## config.mk

```make
export PLATFORM = sky130hd
export DESIGN_NAME = alien_formation_mover
export DESIGN_NICKNAME = d
export VERILOG_FILES = /design/src/rtl/alien_formation_mover.sv
export SDC_FILE = /design/constraint.sdc
export NUM_CORES = 1
export LEC_CHECK = 0
export BUFFER_PORTS_ARGS = -buffer_cell sky130_fd_sc_hd__buf_2
export CAP_MARGIN = 10
export CORE_ASPECT_RATIO = 0.75
export CORE_UTILIZATION = 34
export DETAILED_ROUTE_END_ITERATION = 12
export PLACE_DENSITY_LB_ADDON = 0.15
export SLEW_MARGIN = 20
export SYNTH_ARGS = -nofsm -noshare
export SYNTH_HDL_FRONTEND = slang
export SYNTH_SLANG_ARGS = --single-unit
```

## constraint.sdc

```tcl
create_clock -name clk -period 3.3 [get_ports clk]
set_input_delay 0.165 -clock clk [delete_from_list [all_inputs] [get_ports clk]]
set_output_delay 0.165 -clock clk [all_outputs]
set_load 0.02 [all_outputs]
```

## src/rtl/alien_formation_mover.sv

```systemverilog
// Motion controller for one alien formation. It sweeps x between X_MIN and X_MAX, drops y at each edge and stops at Y_LIMIT.
// Optional feature macro: ALIEN_SPEEDUP_EN (each completed drop shortens the step period, floored at MIN_FRAMES).
module alien_formation_mover #(
    parameter int unsigned X_W        = 8,
    parameter int unsigned Y_W        = 7,
    parameter int unsigned X_MIN      = 50,
    parameter int unsigned X_MAX      = 58,
    parameter int unsigned Y_START    = 15,
    parameter int unsigned Y_LIMIT    = 111,
    parameter int unsigned STEP       = 1,
    parameter int unsigned DROP       = 4,
    parameter int unsigned TICK_DIV   = 833334,
    parameter int unsigned FRAMES     = 15,
    parameter int unsigned MIN_FRAMES = 2
) (
    input  logic           clk,
    input  logic           resetn,
    input  logic           go,
    input  logic           halt,
    output logic [X_W-1:0] x,
    output logic [Y_W-1:0] y,
    output logic           dir,
    output logic           busy,
    output logic           step,
    output logic           done
);

    localparam int unsigned TW   = $clog2(TICK_DIV + 1);
    localparam int unsigned FMAX = (FRAMES > MIN_FRAMES) ? FRAMES : MIN_FRAMES;
    localparam int unsigned FW   = $clog2(FMAX + 1);

    if (X_MAX <= X_MIN)   begin : g_bad_x     $error("X_MAX must exceed X_MIN");   end
    if (Y_LIMIT <= Y_START) begin : g_bad_y   $error("Y_LIMIT must exceed Y_START"); end
    if (STEP < 1)         begin : g_bad_step  $error("STEP must be at least 1");   end
    if (DROP < 1)         begin : g_bad_drop  $error("DROP must be at least 1");   end
    if (TICK_DIV < 1)     begin : g_bad_tick  $error("TICK_DIV must be at least 1"); end
    if (FRAMES < 1)       begin : g_bad_frm   $error("FRAMES must be at least 1"); end

    typedef enum logic [2:0] {
        S_IDLE   = 3'd0,
        S_RIGHT  = 3'd1,
        S_DROP_L = 3'd2,
        S_LEFT   = 3'd3,
        S_DROP_R = 3'd4,
        S_DONE   = 3'd5
    } state_t;

    state_t          state_q, state_d;
    logic [X_W-1:0]  x_q, x_d;
    logic [Y_W-1:0]  y_q, y_d;
    logic            dir_q, dir_d, busy_q, busy_d, step_q, step_d, done_q, done_d;
    logic [TW-1:0]   tick_q, tick_d;
    logic [FW-1:0]   frame_q, frame_d, fps_q, fps_d;

    logic            run_s, tick_wrap_s, frame_wrap_s, strobe_s, x_can_dec_s, y_end_s;
    logic [X_W:0]    x_inc_s;
    logic [Y_W:0]    y_inc_s;

    // Next-state logic: prescaler, sweep/drop sequencing and registered output values
    always_comb begin
        state_d = state_q;
        x_d     = x_q;
        y_d     = y_q;
        dir_d   = dir_q;
        tick_d  = tick_q;
        frame_d = frame_q;
        fps_d   = fps_q;
        step_d  = 1'b0;
        done_d  = 1'b0;

        run_s        = ((state_q == S_RIGHT) || (state_q == S_LEFT)) && !halt;
        tick_wrap_s  = (tick_q >= TW'(TICK_DIV - 1));
        frame_wrap_s = (frame_q >= (fps_q - FW'(1)));
        strobe_s     = run_s && tick_wrap_s && frame_wrap_s;
        x_inc_s      = {1'b0, x_q} + (X_W+1)'(STEP);
        x_can_dec_s  = ({1'b0, x_q} >= (X_W+1)'(X_MIN + STEP));
        y_inc_s      = {1'b0, y_q} + (Y_W+1)'(DROP);
        y_end_s      = (y_inc_s >= (Y_W+1)'(Y_LIMIT));

        // Both counters wrap together on the strobe, so a drop always starts a fresh step period
        if (run_s) begin
            if (tick_wrap_s) begin
                tick_d = {TW{1'b0}};
                if (frame_wrap_s) begin
                    frame_d = {FW{1'b0}};
                end else begin
                    frame_d = frame_q + FW'(1);
                end
            end else begin
                tick_d = tick_q + TW'(1);
            end
        end else begin
            tick_d = tick_q;
        end

        case (state_q)
            S_IDLE: begin
                if (go) begin
                    state_d = S_RIGHT;
                    x_d     = X_W'(X_MIN);
                    y_d     = Y_W'(Y_START);
                    dir_d   = 1'b1;
                    tick_d  = {TW{1'b0}};
                    frame_d = {FW{1'b0}};
                    fps_d   = FW'(FRAMES);
                end else begin
                    state_d = S_IDLE;
                end
            end
            S_RIGHT: begin
                if (strobe_s) begin
                    step_d = 1'b1;
                    if (x_inc_s <= (X_W+1)'(X_MAX)) begin
                        x_d = x_inc_s[X_W-1:0];
                    end else begin
                        x_d     = X_W'(X_MAX);
                        state_d = S_DROP_L;
                    end
                end else begin
                    state_d = S_RIGHT;
                end
            end
            S_LEFT: begin
                if (strobe_s) begin
                    step_d = 1'b1;
                    if (x_can_dec_s) begin
                        x_d = x_q - X_W'(STEP);
                    end else begin
                        x_d     = X_W'(X_MIN);
                        state_d = S_DROP_R;
                    end
                end else begin
                    state_d = S_LEFT;
                end
            end
            S_DROP_L, S_DROP_R: begin
                if (!halt) begin
`ifdef ALIEN_SPEEDUP_EN
                    if (fps_q > FW'(MIN_FRAMES)) begin
                        fps_d = fps_q - FW'(1);
                    end else begin
                        fps_d = fps_q;
                    end
`else
                    fps_d = fps_q;
`endif
                    if (y_end_s) begin
                        y_d     = Y_W'(Y_LIMIT);
                        state_d = S_DONE;
                        done_d  = 1'b1;
                    end else begin
                        y_d     = y_inc_s[Y_W-1:0];
                        state_d = (state_q == S_DROP_L) ? S_LEFT : S_RIGHT;
                        dir_d   = (state_q == S_DROP_R);
                    end
                end else begin
                    state_d = state_q;
                end
            end
            S_DONE: begin
                state_d = S_IDLE;
            end
            default: begin
                state_d = S_IDLE;
            end
        endcase

        busy_d = (state_d == S_RIGHT) || (state_d == S_DROP_L) ||
                 (state_d == S_LEFT)  || (state_d == S_DROP_R);
    end

    // State, position and output registers
    always_ff @(posedge clk or negedge resetn) begin
        if (!resetn) begin
            state_q <= S_IDLE;
            x_q     <= X_W'(X_MIN);
            y_q     <= Y_W'(Y_START);
            dir_q   <= 1'b1;
            busy_q  <= 1'b0;
            step_q  <= 1'b0;
            done_q  <= 1'b0;
            tick_q  <= {TW{1'b0}};
            frame_q <= {FW{1'b0}};
            fps_q   <= FW'(FRAMES);
        end else begin
            state_q <= state_d;
            x_q     <= x_d;
            y_q     <= y_d;
            dir_q   <= dir_d;
            busy_q  <= busy_d;
            step_q  <= step_d;
            done_q  <= done_d;
            tick_q  <= tick_d;
            frame_q <= frame_d;
            fps_q   <= fps_d;
        end
    end

    assign x    = x_q;
    assign y    = y_q;
    assign dir  = dir_q;
    assign busy = busy_q;
    assign step = step_q;
    assign done = done_q;

endmodule

```

# [Word level (Yosys, flattened, before mapping)]
# Cells that the tools add are included.
[op_classes] n_mux=37 add_sub_neg=5 n_reduce_logical=16 eq_ne=13 n_shift=0 div=0 n_bitwise=0 mul=0 n_lt_le_gt_ge=5
[op_table] operator="two-way mux 20 bit" count=4
[op_table] operator="two-way mux 8 bit" count=5
[op_table] operator="case mux 8 bit (3 select lines)" count=1
[op_table] operator="two-way mux 7 bit" count=3
[op_table] operator="adder 20 x 1 -> 20 bit (second input constant)" count=1
[op_table] operator="greater-or-equal comparator 20 bit (second input constant)" count=1
[op_table] operator="two-way mux 4 bit" count=5
[op_table] operator="two-way mux 3 bit" count=6
[op_table] operator="case mux 7 bit (2 select lines)" count=1
[op_table] operator="== test 3 x 2 -> 1 bit (second input constant)" count=4
[op_table] operator="case mux 3 bit (4 select lines)" count=1
[op_table] operator="!= test 2 bit (second input constant)" count=5
[op_table] operator="adder 8 x 1 -> 9 bit (second input constant)" count=1
[op_table] operator="<= comparator 9 x 6 -> 1 bit (second input constant)" count=1
[op_table] operator="two-way mux 1 bit" count=9
[op_table] operator="adder 7 x 3 -> 8 bit (second input constant)" count=1
[op_table] operator="greater-or-equal comparator 8 x 6 -> 1 bit (second input constant)" count=1
[op_table] operator="greater-or-equal comparator 8 x 7 -> 1 bit (second input constant)" count=1
[op_table] operator="AND reduction 4 bit" count=2
[op_table] operator="subtractor 8 x 1 -> 8 bit (second input constant)" count=1
[op_table] operator="== test 3 x 1 -> 1 bit (second input constant)" count=2
[op_table] operator="== test 3 bit (second input constant)" count=2
[op_table] operator="adder 4 x 1 -> 4 bit (second input constant)" count=1
[op_table] operator="greater-or-equal comparator 4 bit (second input constant)" count=1
[op_table] operator="10 further kinds" count=16
[totals] mem_bits_ro=0 in_bits=4 ramBits=0 reg_bits=46 output_inout_bits=19 memories=0 latch_bits=0

# [Longest topological paths before layout]
[depth] word_depth=11 ltp_mapped=10 ltp_nobuf=9

# [Worst setup path before layout]
# Ideal clock, no wire load.
[synth_path] kind="reg2reg" start="register x_q[1], in the netlist x[1]" end="register x_q[2], in the netlist x[2]" setup_ns=0.094 path_stages_with_launch=10 arrival_ns=2.212 t_required_ns=3.206 setup_slack_ns=0.995 path_buffers=1 path_cell_list="dfstp_2 > ha_1 > buf_2 > nand3_1 > a2111o_1 > a32oi_2 > nand3_2 > o221ai_1 > nor2_1 > a211oi_1"
[synth_between] elab_chain_cells=5 word_cells_on_any_way=9
[synth_rtl] item="start: declaration" line="49" text="logic [X_W-1:0] x_q, x_d;"
[synth_rtl] item="start signal: assignment" line="176" text="x_q <= X_W'(X_MIN);"
[synth_rtl] item="adder 8 x 1 -> 9 bit" line="75" text="x_inc_s = {1'b0, x_q} + (X_W+1)'(STEP);"
[synth_rtl] item="<= comparator 9 x 6 -> 1 bit" line="113" text="if (x_inc_s <= (X_W+1)'(X_MAX)) begin"
[synth_rtl] item="two-way mux 8 bit" line="113"
[synth_rtl] item="two-way mux 8 bit" line="111" text="if (strobe_s) begin"
[synth_rtl] item="case mux 8 bit (3 select lines) (*)" line="96" text="case (state_q)"
# Mark *: on every way between the ends. The rest lies on a longest branch, timed or not. The select of a mux whose other input is x is not followed.
# A chain may end at the register's enable or synchronous reset.

# [Final worst setup path]
# Ends and elaborated chain as after synthesis.

==> results.yml <==
run_status:
  status: "finished, final reports clean"
floorplanning:
  die_h_um: 79.6
  start_util: 0.361
  die_area_um2: 8390
  die_x_um: 105
  core_um2: 7570
  io-pin-count: 23
  num_rows: 27
synthesis:
  ys_types: 62
  synth-seq-cells: 45
  syn_avg_cell_area_um2: 9.19
  async_reset_ff_frac: 1.00
  postSynthCellCount: 297
  yosys.area.top_type: "dfrtp_1"
  synth_flop_cell: "dfrtp_1"
  synthTopCellsByArea: "dfrtp_1, dfstp_2, nor2_1"
  ys_seq_area_frac: 0.416
  netlist_area_um2: 2730
  synth-edff-count: 0
  synth_top_area_share: 0.348
  yosys_warnings: 0
  synth.net_count: 311
routing:
  drtPass1Iterations: 4
  vias: 2151
  drtIter0Drc: 127
  drt-total-wl_mm: 5.71
  drc_errors: 0
  drt-vias-per-instance: 5.13
  wire_per_inst_um: 13.6
  ant_nets: 0
timing:
  final_hold_viol_count: 0
  setup_viol: 0
  fin_tns_setup_ps: 0
  timing_worst_slew_pin_value_ps: 769
  slew_headroom: 0.483
  clock_skew_ps: 10.2
  slew_viol_final: 0
  fin_crit_ps: 2590
  fmax_ghz: 0.386
  post-route-period-util: 0.785
  rsz0062_at_grt: "no"
clock_network:
  path_clk_slew_ps: 90
  cts.sinks: 45
  cts_made_buffers: 5
  cts_max_path_buffers: 2
  clock_latency_ps: 290
  cts_tree: "built"
  htreeDepth: 2
  cts-root-buf: "clkbuf_8"
finish:
  final_cell_mix: "nor2_1, dfrtp_1, nand2_1, buf_2, nand3_1"
  fillers: 798
  fin_nets: 331
  drive_gt1_frac: 0.145
  layout.cells.non_filler: 419
  final_common_cell: "nor2_1"
  num_antenna_cells: 0
  syn_to_final_growth_pct: 9.58
placement:
  dp_cells: 410
  dp_hpwl_mm: 4.03
  io_buffers: 22
  gp_congestion: 0.842
worst_setup_path:
  crit_required_ps: 3500
  crit_path_end_kind: "register"
  critPathKind: "register to register"
  critPathArrivalTime_ps: 2790
  critical_path.startpoint_type: "register"
  critPathMaxFanout: 7
global_routing:
  grt.total_usage: 0.144
  grt_max_degree: 46
  first_global_vias: 1909
  antenna_found_initial: 0
  gr-total-overflow: 0
  grt_pass1_wl_mm: 9.58
job:
  cap_violations: 0
pwr:
  leakagePower_nw: 1.36
  powerDensity_nw_per_um2: 457
  ir_worst_vdd_mv: 0.262
worst_hold_path:
  hold_path_class: "input port to register"
## worst paths after layout
| check | startpoint | endpoint | slack, ps | cells past startpoint |
|---|---|---|---|---|
| worst max-delay path | x[1] | x[2] | 710 | 7 |
| min in group asynchronous | resetn | x[0] | 410 | 2 |
| worst min-delay path | halt | dir | 240 | 2 |
| worst max register to register | x[1] | x[2] | 710 | 7 |
| max in group asynchronous | resetn | tick_q[1] | 2480 | 2 |
| worst min register to register | frame_q[3] | frame_q[3] | 520 | 2 |
## layout make-up
type	count	area [µm²]	share of cell area
multi-input combinational	229	1470	0.493
sequential	45	1130	0.379
timing repair buffer	24	130	0.0435
tap	101	126	0.0423
clock buffer	8	80.1	0.0268
inverter	12	45.0	0.0151
## power by group
part	switching, mW	internal (mW)
registers	0.0775	0.617
clock network	0.182	0.151
logic	0.206	0.134
## critical path: stages (launching register included)
cell and delay, ps:
dfstp_2 590, ha_1 310, nor3_1 90, o21ai_0 600, nand3_1 360, o221ai_1 270
nor2_1 60, a211oi_1 210
## registers in the layout, indices dropped and copies added, names as in the netlist
name     cells
y            6
frame_q      4
step         1
x            8
done         1
state_q      3
dir          1
busy         1
tick_q      20
## kinds of logic after synthesis
| group | synth area share |
|---|---|
| buf+inv | 0.0440 |
| simple gates | 0.236 |
| xor+xnor | 0.0706 |
| mux | 0.0147 |
| fa+ha+maj | 0.0459 |
| compound gates | 0.173 |
| flops | 0.416 |
## per-layer routing
| metal | up-vias | part of all wire | track usage |
|---|---|---|---|
| li1 | 1093 | - | - |
| met1 | 1019 | 0.56 | 0.229 |
| met2 | 37 | 0.40 | 0.195 |
| met3 | 2 | 0.030 | 0.0269 |
| met4 | 0 | 0.0042 | 0.0338 |
| met5 | - | 0 | 0 |
## cells in the mapped netlist (2+ instances only)
cell type	count
o21a_1	2
nor3_1	8
o211a_1	2
nand2b_1	5
a31oi_1	2
o211ai_1	2
ha_1	10
or3_1	2
buf_4	2
a221oi_1	2
o31ai_1	3
nor2_1	41
a211oi_1	2
and4_1	2
a21oi_1	10
nand4_1	6
buf_2	3
clkbuf_1	3
xor2_1	13
nor2b_1	3
buf_6	3
mux2i_1	4
a21o_1	3
o21ai_0	14
nand3_1	17
a41oi_1	2
or2_2	2
inv_1	12
and3_1	6
dfrtp_1	38
o221ai_1	2
nand2_1	27
dfstp_2	7
xnor2_1	9
## what timing repair did
| action | CTS | global route |
|---|---|---|
| endpoints found under the hold margin | 0 | 38 |
| buffers inserted | 0 | 0 |
| gates resized for setup | 0 | 0 |
| hold buffers | 0 | 1 |
## stage by stage
stage / worst slack [ps] / utilization / power (mW) / area [µm²] / hold WS (ps)
after detailed placement: 759 / 0.383 / 1.04 / 2900 / 422
after CTS: 755 / 0.394 / 1.39 / 2980 / 91.3
after global placement: 817 / 0.383 / 1.05 / 2900 / 414
after floorplan: 995 / - / 0.946 / 2730 / -131
final: 710 / 0.395 / 1.37 / 2990 / 239
after global routing: 454 / 0.395 / 1.48 / 2990 / 259
Power figures use the tool's default switching activity.
